===== src/rtl/out_fifo_rd_sched.sv =====
// Read-side scheduler for a bank of OUT_FIFO byte lanes: lock-step draining,
// lane-skew detection and per-lane flush.
module out_fifo_rd_sched #(
    parameter int NUM_LANES    = 4,
    parameter int PRIME_CYCLES = 2,
    parameter int SKEW_TIMEOUT = 8
) (
    input  logic                 clk,
    input  logic                 reset_n,
    input  logic                 en,
    input  logic                 flush,
    input  logic [NUM_LANES-1:0] empty,
    output logic [NUM_LANES-1:0] rden,
    output logic                 valid,
    output logic                 skew_err,
    output logic                 busy,
    output logic [15:0]          rd_count
);

    typedef enum logic [2:0] {
        S_IDLE  = 3'd0,
        S_PRIME = 3'd1,
        S_DRAIN = 3'd2,
        S_ERR   = 3'd3,
        S_FLUSH = 3'd4
    } state_t;

    state_t      state_reg, state_next;
    logic        run_reg;
    logic [3:0]  prime_cnt_reg, prime_cnt_next;
    logic [7:0]  skew_cnt_reg, skew_cnt_next;
    logic [8:0]  skew_inc;
    logic        skew_err_reg, skew_err_next;
    logic        valid_reg;
    logic [15:0] rd_count_reg, rd_count_next;

    logic all_rdy, all_emp, part, aligned_rd;

    assign all_rdy    = ~|empty;
    assign all_emp    = &empty;
    assign part       = ~all_rdy & ~all_emp;
    assign aligned_rd = (state_reg == S_DRAIN) && all_rdy;
    assign skew_inc   = {1'b0, skew_cnt_reg} + 9'd1;

    // run_reg holds the FSM still for the first edge after reset release
    always_ff @(posedge clk or negedge reset_n) begin
        if (!reset_n) begin
            run_reg       <= 1'b0;
            state_reg     <= S_IDLE;
            prime_cnt_reg <= '0;
            skew_cnt_reg  <= '0;
            skew_err_reg  <= 1'b0;
            valid_reg     <= 1'b0;
            rd_count_reg  <= '0;
        end else begin
            run_reg       <= 1'b1;
            state_reg     <= state_next;
            prime_cnt_reg <= prime_cnt_next;
            skew_cnt_reg  <= skew_cnt_next;
            skew_err_reg  <= skew_err_next;
            valid_reg     <= aligned_rd;
            rd_count_reg  <= rd_count_next;
        end
    end

    always_comb begin
        state_next     = state_reg;
        prime_cnt_next = prime_cnt_reg;
        skew_cnt_next  = skew_cnt_reg;
        skew_err_next  = skew_err_reg;
        rd_count_next  = rd_count_reg;
        if (run_reg) begin
            rd_count_next = rd_count_reg + 16'(aligned_rd);
            if (flush) begin
                state_next     = S_FLUSH;
                prime_cnt_next = '0;
                skew_cnt_next  = '0;
                skew_err_next  = 1'b0;
                rd_count_next  = '0;
            end else begin
                case (state_reg)
                    S_IDLE: begin
                        if (en && all_rdy) begin
                            state_next     = S_PRIME;
                            prime_cnt_next = 4'd1;
                        end
                    end
                    S_PRIME: begin
                        if (!en || !all_rdy) begin
                            state_next     = S_IDLE;
                            prime_cnt_next = '0;
                        end else if (prime_cnt_reg == 4'(PRIME_CYCLES)) begin
                            state_next     = S_DRAIN;
                            prime_cnt_next = '0;
                        end else begin
                            prime_cnt_next = prime_cnt_reg + 4'd1;
                        end
                    end
                    S_DRAIN: begin
                        if (all_rdy)
                            skew_cnt_next = '0;
                        // a read issued together with ~en still completes; only the FSM leaves
                        if (!en || all_emp) begin
                            state_next    = S_IDLE;
                            skew_cnt_next = '0;
                        end else if (part) begin
                            skew_cnt_next = skew_inc[7:0];
                            if (skew_inc == 9'(SKEW_TIMEOUT)) begin
                                state_next    = S_ERR;
                                skew_err_next = 1'b1;
                            end
                        end
                    end
                    S_ERR: begin
                        state_next = S_ERR;
                    end
                    S_FLUSH: begin
                        if (all_emp)
                            state_next = S_IDLE;
                    end
                    default: begin
                        state_next = S_IDLE;
                    end
                endcase
            end
        end
    end

    // rden depends only on state and live EMPTY, so it never strobes an empty lane
    always_comb begin
        rden = '0;
        case (state_reg)
            S_DRAIN: rden = {NUM_LANES{all_rdy}};
            S_FLUSH: rden = ~empty;
            default: rden = '0;
        endcase
        busy = (state_reg != S_IDLE);
    end

    assign valid    = valid_reg;
    assign skew_err = skew_err_reg;
    assign rd_count = rd_count_reg;

endmodule


===== config.mk =====
export PLATFORM = sky130hd
export DESIGN_NAME = out_fifo_rd_sched
export DESIGN_NICKNAME = d
export VERILOG_FILES = /design/src/rtl/out_fifo_rd_sched.sv
export SDC_FILE = /design/constraint.sdc
export NUM_CORES = 1
export LEC_CHECK = 0
export ABC_AREA = 1
export CORE_UTILIZATION = 41
export DETAILED_ROUTE_END_ITERATION = 7
export SLEW_MARGIN = 20
export SYNTH_ARGS = -nofsm -noshare
export SYNTH_HDL_FRONTEND = slang
export SYNTH_SLANG_ARGS = --single-unit

===== constraint.sdc =====
create_clock -name clk -period 3.4 [get_ports clk]
set_input_delay 0.68 -clock clk [delete_from_list [all_inputs] [get_ports clk]]
set_output_delay 0.68 -clock clk [all_outputs]
set_load 0.02 [all_outputs]

After elaboration in Yosys (flattened, before gate mapping):

Cells that the tools add are included.

* register bits: 34
* input port bits: 8

* $add $sub $neg: 3
* equal/unequal tests: 13
* mux-type cells: 26
* bitwise logic cells: 3
* reduce and logical (&&, ||, !) cells: 18

Operators with widths (count)
* $mux 8: 5
* $mux 3: 8
* $add 16x1->16: 1
* $mux 16: 1
* $mux 4: 4
* $pmux 4 s2: 2
* $pmux 3 s5: 1
* $add 8x1->9 const B: 1
* $eq 9x4->1 const B: 1
* $ne 4x3->1 const B: 2
* $eq 3x2->1 const B: 2
* $ne 3x3->1 const B: 2
* $reduce_and 3->1: 2
* $reduce_and 6->1: 1
* $reduce_bool 2->1: 3
* $reduce_bool 3->1: 2
* $mux 1: 5
* $reduce_and 5->1: 1
* $add 4x1->4 const B: 1
* $eq 4x2->1 const B: 1
* $ne 4x2->1 const B: 1
* $ne 4x4->1 const B: 1
* $not 4->4: 1
* $reduce_and 4->1: 1
* other kinds (10): 13

Logic depth before layout (Yosys ltp):

Gate-level depths: netlist of run 1.

* depth in word-level cells: 7
* gate-level depth with buffers: 16
* depth with buffers taken out: 16

Worst setup path before layout of run 1:

No wires, ideal clock.

* path type: input -> register
* from: input empty[0]
* to: register rd_count_reg[12] (netlist: rd_count[12])
* library setup time: 0.072 ns
* arrival time: 2.198 ns
* required time: 3.328 ns
* slack: 1.130 ns
* stages: 13
* buffers on the path: 0
* path through: nor2_1 nand3_1 nor2_1 ha_1 ha_1 nand3_2 nor2_1 nand2_1 nor2_2 nand3_2 nor2_1 o21ai_0 nor2_1

* cells in the longest elaborated chain, start to end: 5

Ends and longest elaborated chain
* start, declared: RTL line 12 `input logic [NUM_LANES-1:0] empty,`
* $reduce_or 4->1: RTL line 39 `assign all_rdy = ~|empty;`
* $logic_not 1->1: RTL line 39
* $logic_and 1x1->1: RTL line 42 `assign aligned_rd = (state_reg == S_DRAIN) && all_rdy;`
* named net aligned_rd: RTL line 37 `logic all_rdy, all_emp, part, aligned_rd;`
* $add 16x1->16: RTL line 73 `rd_count_next = rd_count_reg + 16'(aligned_rd);`
* $mux 16: RTL line 74 `if (flush) begin`
* end signal, assigned: RTL line 62 `rd_count_reg <= rd_count_next;`
* end, declared: RTL line 35 `logic [15:0] rd_count_reg, rd_count_next;`

The timed path passes the listed nets, and every way through them passes these cells.
A chain may end at the register's enable or synchronous reset.

Worst setup path after layout of run 1:

* from: input empty[0]
* to: output rden[1]

* cells in the longest elaborated chain, start to end: 3

Ends and longest elaborated chain
* $reduce_or 4->1: RTL line 39
* $logic_not 1->1: RTL line 39
* $pmux 4 s2: RTL line 132 `case (state_reg)`
* end, declared: RTL line 13 `output logic [NUM_LANES-1:0] rden,`

No other way between the ends.

==> metrics.yaml, run 1 <==
fp-row-count: 25
power.density_nw_per_um2: 342
vias: 1915
reg2reg_from: "state_reg[2]$_DFFE_PN0P_"
portBuffers: 30
synth-simple-area-share_pct: 37.2
synthesis.area_um2: 2100
ys_ff_latch: 34
final_cell_mix: "nand2_1, inv_1, dfrtp_1"
final.setup.tns_ns: 0
path_delay_family: "buffers and inverters"
cp-start-kind: "input port"
drive_gt1_share_pct: 10.9
max-cap-violations: 0
synth_top_family_by_area: "simple AND/OR/NAND/NOR gates"
cts.clk_slew.worst_paths_ns: 0.07
ys_types: 31
yosys_warnings: 0
globalplace.congestion: 0.810
fin_crit_ns: 3.10
yosysTopAreaCellShare_pct: 40.5
whs_ns: 0.490
cpPeakStageDelay_ns: 0.64
drc: 0
crit_path_top_delay_cell: "clkdlybuf4s50_1"
cts_max_level: 2
muxShareOfSynthArea_pct: 0
drt_iter0_markers: 91
syn_avg_cell_area_um2: 7.15
syn_to_final_growth_pct: 22.2
antenna_found_initial: 0
ys_seq_area_share_pct: 40.5
synth_fp_nets: 306
synth_ff_type: "dfrtp_1"
final_nets: 342
grt_pass1_wl_um: 7910
cts_buffer_depth: 2
hold_buffers: 0
synth_enable_flop_cells: 0
grt_pass1_vias: 1738
coreArea_um2: 4820
hold_path_end: "state_reg[2]$_DFFE_PN0P_"
synth.area.top_cells: "dfrtp_1, nand2_1, inv_1"
cts.sinks: 34
period_share_pct: 91.1
synth_xor_area_share_pct: 0.833
cts_tree: "built"
whs_path_depth: 2
leakagePower_nw: 1.17
dieArea_um2: 5420
path_class: "in2out"
fmaxAchievable_mhz: 323
synth_fa_ha_area_share_pct: 2.38
arrival_ns: 2.42
syn-instance-count: 294
status: "completed"
cp-end-kind: "output pin"
cts_root_buffer: "clkbuf_8"
required_ns: 2.72
synth_top_cell_by_area: "dfrtp_1"
finalPower_mw: 0.879
rsz0062_at_grt: "no"
peakVddDrop_mv: 0.177
min_from: "state_reg[2]$_DFFE_PN0P_"
rr_worst_depth: 16
reg2reg_slack_ns: 1.06
final_cells: 398
dpl_worst_slack_ns: 0.304
drv_slew: 0
largest_register_ff_count: 16
grt_overflow: 0
start_util_pct: 43.6
final_common_cell: "nand2_1"
cts_buffers: 5
worstPathBufferInverterCount: 3
ctsResizeCount: 0
cts_setup_buffers: 0
setup_viol: 0
n_antenna_cell: 0
fin_worst_skew_ns: 0.00662
drt-wirelength-per-cell_um: 11.6
numPlacedInstances: 390
worstPathCellList: "clkdlybuf4s50_1 > nor2_1 > nand3_1 > nor2_1 > inv_1 > o21ai_0 > clkdlybuf4s50_1"
io_pins: 31
hold_violations: 0
cp_max_fo: 4
die_h_um: 73.6
final_antenna_net_count: 0
grt_max_degree: 35
die_x_um: 73.6
gr-usage-all-layers_pct: 19.3
worst_slack_ns: 0.302
synth_compound_area_share_pct: 9.76
dp_hpwl_um: 3480
insertion_delay_ns: 0.29
r2r-end: "rd_count[12]$_DFFE_PN0P_"
hold_path_class: "reg2reg"
vias_per_cell: 4.81
drt-total-wl_um: 4640
async_reset_ff_share_pct: 100
drt-pass1-iter-count: 4
[Yosys cell counts, drive strengths merged (2+ instances only)]
cell,instances
nand2,86
inv,45
dfrtp,34
nor2,34
nand3,24
o21ai,20
nor3,13
nand4,9
a21oi,8
ha,4
buf,3
o22ai,3
o21bai,2
xor2,2
[per-stage QoR]
stage,util [%],area (um2)
3_5_place_dp,51.4,2480
6_report,53.3,2570
2_1_floorplan,-,2100
3_3_place_gp,51.4,2480
5_1_grt,53.3,2570
4_1_cts,53.3,2570
[worst max-delay path by stage]
stage | cells after the start | endpoint | start | slack (ns)
finish | 7 | rden[1] | empty[0] | 0.30
global route | 7 | rden[3] | empty[0] | 0.18
CTS | 7 | rden[1] | empty[0] | 0.30
detailed placement | 7 | rden[1] | empty[0] | 0.30
global placement | 7 | rden[2] | empty[0] | 0.38
floorplan | 13 | rd_count[12]$_DFFE_PN0P_ | empty[0] | 1.13
[report_power, final]
group | switching [mW] | total [mW] | internal (mW)
Clock | 0.145 | 0.308 | 0.163
Sequential | 0.0149 | 0.431 | 0.416
Combinational | 0.0868 | 0.139 | 0.0526
Total | 0.247 | 0.879 | 0.632
[final cells by class]
type | instances | area, um2
Fill cell | 500 | 2250
Multi-Input combinational cell | 212 | 1060
Sequential cell | 34 | 851
Timing Repair Buffer | 32 | 315
Inverter | 45 | 169
Clock buffer | 7 | 86.3
Tap cell | 67 | 83.8
Clock inverter | 1 | 5.00
[worst min-delay path, cell delays in order (launching register included)]
cell     delay [ns]
dfrtp_1        0.36
nand2_1        0.06
nand2_1        0.04
[logic make-up (layout without fill, tap and decap cells)]
group           after synthesis  after routing
fa+ha+maj                     4              4
buf+inv                      48             85
other cells                   1              1
compound gates               37             37
simple gates                168            168
xor+xnor                      2              2
flops                        34             34
[routing by layer]
metal  share of wire, %  track usage [%]  vias to the layer above
met5                  0                0                        -
met2                 43             29.1                       27
met3                2.6             3.57                        6
met4                1.4             7.26                        0
li1                   -                -                     1014
met1                 53             27.5                      868
(Power assumes the default switching activity.)
==> inputs of run 2 (changes only) <==
--- a/config.mk
+++ b/config.mk
@@ -8,7 +8,8 @@
 export ABC_AREA = 1
 export CORE_UTILIZATION = 41
 export DETAILED_ROUTE_END_ITERATION = 7
-export SLEW_MARGIN = 20
+export REMOVE_ABC_BUFFERS = 1
+export SLEW_MARGIN = 0
 export SYNTH_ARGS = -nofsm -noshare
 export SYNTH_HDL_FRONTEND = slang
 export SYNTH_SLANG_ARGS = --single-unit
==> metrics.yaml, run 2 (synthesis results as in run 1) <==
status: "completed"
dp_hpwl_um: 3530
setup_viol: 0
rsz0062_at_grt: "no"
final.setup.tns_ns: 0
arrival_ns: 2.43
cts_buffers: 5
fin_worst_skew_ns: 0.00533
grt_pass1_vias: 1843
peakVddDrop_mv: 0.178
dpl-instance-area_um2: 2470
coreArea_um2: 4820
cts_root_buffer: "clkbuf_8"
drt_iter0_markers: 103
cts_max_level: 2
dieArea_um2: 5420
start_util_pct: 43.6
hold_violations: 0
cts_tree: "built"
final_cell_mix: "nand2_1, inv_1, dfrtp_1"
fin_crit_ns: 3.11
globalplace.congestion: 0.821
hold_path_class: "reg2reg"
final_common_cell: "nand2_1"
cp_max_fo: 4
use_met3_pct: 4.80
drc: 0
largest_register_ff_count: 16
postLayoutCellArea_um2: 2550
worstPathCellList: "clkdlybuf4s50_1 > nor2_1 > nand3_1 > nor2_1 > inv_1 > o21ai_0 > clkdlybuf4s50_1"
max-cap-violations: 0
n_antenna_cell: 0
fp-row-count: 25
cts_buffer_depth: 2
period_share_pct: 91.5
busiest_layer: "met2"
die_h_um: 73.6
grt_pass1_wl_um: 8110
grt_overflow: 0
met1_usage_pct: 26.2
drv_slew: 0
crit_path_top_delay_cell: "clkdlybuf4s50_1"
vias: 1954
drt-total-wl_um: 4710
cp-end-kind: "output pin"
final_nets: 341
die_x_um: 73.6
met2_usage_pct: 32.2
cts.sinks: 34
hold_buffers: 0
power.density_nw_per_um2: 339
drt-pass1-iter-count: 4
leakagePower_nw: 1.16
required_ns: 2.72
cts_setup_buffers: 0
path_class: "in2out"
ctsResizeCount: 0
vias_per_cell: 4.95
antenna_found_initial: 0
insertion_delay_ns: 0.29
drt-wirelength-per-cell_um: 11.9
cts.clk_slew.worst_paths_ns: 0.06
cpPeakStageDelay_ns: 0.63
fmaxAchievable_mhz: 321
portBuffers: 30
io_pins: 31
cp-start-kind: "input port"
grt_max_degree: 35
drive_gt1_share_pct: 10.4
gr-usage-all-layers_pct: 20.0
final_antenna_net_count: 0
syn_to_final_growth_pct: 21.4
run 2: cell count changes in the layout (fill, tap and decap cells not counted), sizes merged:
cell and change:
clkinv -1, buf -1, clkbuf -1
run 2: path summary, 6_finish.rpt:
check	from	to	slack, ns	cells after the start
worst min register to register	state_reg[2]$_DFFE_PN0P_	state_reg[2]$_DFFE_PN0P_	0.49	2
min in group asynchronous	reset_n	rd_count[5]$_DFFE_PN0P_	0.81	2
worst max register to register	state_reg[2]$_DFFE_PN0P_	rd_count[12]$_DFFE_PN0P_	1.09	15
worst max-delay path	empty[0]	rden[2]	0.29	7
max in group asynchronous	reset_n	rd_count[15]$_DFFE_PN0P_	2.26	2
worst min-delay path	state_reg[2]$_DFFE_PN0P_	state_reg[2]$_DFFE_PN0P_	0.49	2
run 2: through the flow:
stage | power, mW | instances | utilization (%) | hold WS [ns] | worst slack [ns]
after floorplan | 0.517 | 291 | - | 0.384 | 1.13
after global placement | 0.578 | 389 | 51.3 | 0.459 | 0.295
after detailed placement | 0.577 | 389 | 51.3 | 0.463 | 0.274
after CTS | 0.877 | 395 | 53.0 | 0.484 | 0.263
after global routing | 0.916 | 395 | 53.0 | 0.532 | 0.130
final | 0.865 | 395 | 53.0 | 0.487 | 0.288
run 2: critical path: cells and delay by family:
kind / cells / cell delay (ns)
buf+inv: 3 / 1.16
simple gates: 3 / 0.49
compound gates: 1 / 0.09
run 2: layout make-up:
class                   instances  area (um2)
clock buffers                   6        82.6
fillers                       501        2260
inverters                      45         169
multi-input cells             212        1060
flip-flops and latches         34         851
well taps                      67        83.8
repair buffers                 31         308
run 2: layer usage:
layer | up-vias | share of wire (%)
met2 | 35 | 45
met5 | - | 0
li1 | 1014 | -
met1 | 900 | 50
met3 | 5 | 3.8
met4 | 0 | 1.3
run 2: report_power, final:
| group | switching (mW) | internal, mW | leakage (nW) |
|---|---|---|---|
| clock | 0.140 | 0.156 | 0.0431 |
| sequential | 0.0144 | 0.417 | 0.467 |
| combinational | 0.0857 | 0.0526 | 0.654 |
| total | 0.240 | 0.625 | 1.16 |
==> inputs of run 3 (changes only) <==
--- a/config.mk
+++ b/config.mk
@@ -6,8 +6,9 @@
 export NUM_CORES = 1
 export LEC_CHECK = 0
 export ABC_AREA = 1
-export CORE_UTILIZATION = 41
+export CORE_UTILIZATION = 55
 export DETAILED_ROUTE_END_ITERATION = 7
+export PLACE_DENSITY = 0.81
 export REMOVE_ABC_BUFFERS = 1
 export SLEW_MARGIN = 0
 export SYNTH_ARGS = -nofsm -noshare
==> constraint.sdc (replaced) <==
create_clock -name clk -period 3.8 [get_ports clk]
set_input_delay 0.76 -clock clk [delete_from_list [all_inputs] [get_ports clk]]
set_output_delay 0.76 -clock clk [all_outputs]
set_load 0.02 [all_outputs]
==> metrics.yaml, run 3 (synthesis results as in run 1) <==
status: "completed"
setup_viol: 0
worstPathCellList: "clkdlybuf4s50_1 > nor2_1 > nand3_1 > nor2_1 > inv_1 > o21ai_0 > clkdlybuf4s50_1"
final_antenna_net_count: 0
cts_root_buffer: "clkbuf_8"
multi_input_area_um2: 1060
vias_per_cell: 5.27
io_pins: 31
leakagePower_nw: 1.17
seqCellArea_um2: 851
cts_buffers: 5
drc: 0
power.density_nw_per_um2: 311
final_common_cell: "nand2_1"
use_met3_pct: 5.54
cts_buffer_depth: 2
arrival_ns: 2.54
fmaxAchievable_mhz: 303
crit_path_top_delay_cell: "clkdlybuf4s50_1"
globalplace.congestion: 0.876
max-cap-violations: 0
cts.clk_slew.worst_paths_ns: 0.07
met1_usage_pct: 33.1
final.setup.tns_ns: 0
cpPeakStageDelay_ns: 0.64
grt_pass1_wl_um: 8310
period_share_pct: 86.8
hold_violations: 0
met2_usage_pct: 44.9
cts_tree: "built"
hold_buffers: 0
portBuffers: 30
fin_util_pct: 69.3
n_antenna_cell: 0
busiest_layer: "met2"
fin_worst_skew_ns: 0.00346
cp-end-kind: "output pin"
cp-start-kind: "input port"
grt_pass1_vias: 1898
fillers: 307
path_class: "in2out"
coreArea_um2: 3660
peakVddDrop_mv: 0.222
drt-pass1-iter-count: 5
dp_hpwl_um: 3450
fp-row-count: 22
ctsResizeCount: 0
cts_setup_buffers: 0
syn_to_final_growth_pct: 20.7
antenna_found_initial: 0
final_nets: 341
fin_crit_ns: 3.30
start_util_pct: 57.4
drive_gt1_share_pct: 10.6
path_delay_family: "buffers and inverters"
required_ns: 3.04
largest_register_ff_count: 16
dieArea_um2: 4070
worstPathBufferInverterCount: 3
gr-usage-all-layers_pct: 26.4
cts.sinks: 34
cp_max_fo: 4
rsz0062_at_grt: "no"
hold_path_class: "reg2reg"
grt_overflow: 0
grt_max_degree: 35
final_cell_mix: "nand2_1, inv_1, dfrtp_1"
drt-total-wl_um: 4590
drt-wirelength-per-cell_um: 12.1
vias: 1992
cts_max_level: 2
drv_slew: 0
die_x_um: 63.8
die_h_um: 63.8
drt_iter0_markers: 159
insertion_delay_ns: 0.29
-- run 3: stage by stage --
| step | setup slack [ns] | std cells | cell area, um2 | total power [mW] | hold slack (ns) |
|---|---|---|---|---|---|
| floorplan | 1.45 | 291 | 2080 | 0.463 | 0.442 |
| global placement | 0.576 | 370 | 2450 | 0.513 | 0.458 |
| detailed placement | 0.512 | 370 | 2450 | 0.517 | 0.478 |
| CTS | 0.494 | 378 | 2540 | 0.793 | 0.492 |
| global route | 0.310 | 378 | 2540 | 0.830 | 0.522 |
| finish | 0.502 | 378 | 2540 | 0.789 | 0.490 |
-- run 3: final timing paths --
kind | endpoint | from | slack [ns] | depth (start not counted)
min | state_reg[2]$_DFFE_PN0P_ | state_reg[2]$_DFFE_PN0P_ | 0.49 | 2
max reg2reg | rd_count[12]$_DFFE_PN0P_ | state_reg[2]$_DFFE_PN0P_ | 1.41 | 15
max in group asynchronous | rd_count[14]$_DFFE_PN0P_ | reset_n | 2.61 | 2
max | rden[1] | empty[0] | 0.50 | 7
min reg2reg | state_reg[2]$_DFFE_PN0P_ | state_reg[2]$_DFFE_PN0P_ | 0.49 | 2
min in group asynchronous | skew_cnt_reg[7]$_DFFE_PN0P_ | reset_n | 0.88 | 2
-- run 3: worst register-to-register path, cell delays in order, from the launching register on --
cell and delay (ns):
dfrtp_1 0.38, inv_1 0.12, nand2_1 0.08, nor2_1 0.15, inv_1 0.08, nor2_1 0.18
ha_1 0.24, ha_1 0.23, nand3_2 0.12, nor2_1 0.15, nand2_1 0.08, nor2_2 0.16
nand3_2 0.11, nor2_1 0.09, o21ai_0 0.07, nor2_1 0.09
-- run 3: final cells by class --
class	instances	share of cell area, %
inverters	45	6.66
repair buffers	31	12.1
multi-input cells	212	41.7
well taps	48	2.37
clock buffers	7	3.40
flip-flops and latches	34	33.5
clock inverters	1	0.197
-- run 3: report_power, final --
| group | switching, mW | internal [mW] |
|---|---|---|
| combinational | 0.0774 | 0.0471 |
| clock | 0.133 | 0.146 |
| sequential | 0.0131 | 0.373 |
| total | 0.223 | 0.566 |
-- run 3: layer usage --
layer / part of all wire [%] / vias up / wire [um]
li1: - / 1018 / -
met1: 45 / 911 / 2060
met2: 49 / 56 / 2240
met3: 4.7 / 7 / 218
met4: 1.5 / 0 / 68
met5: 0 / - / 0
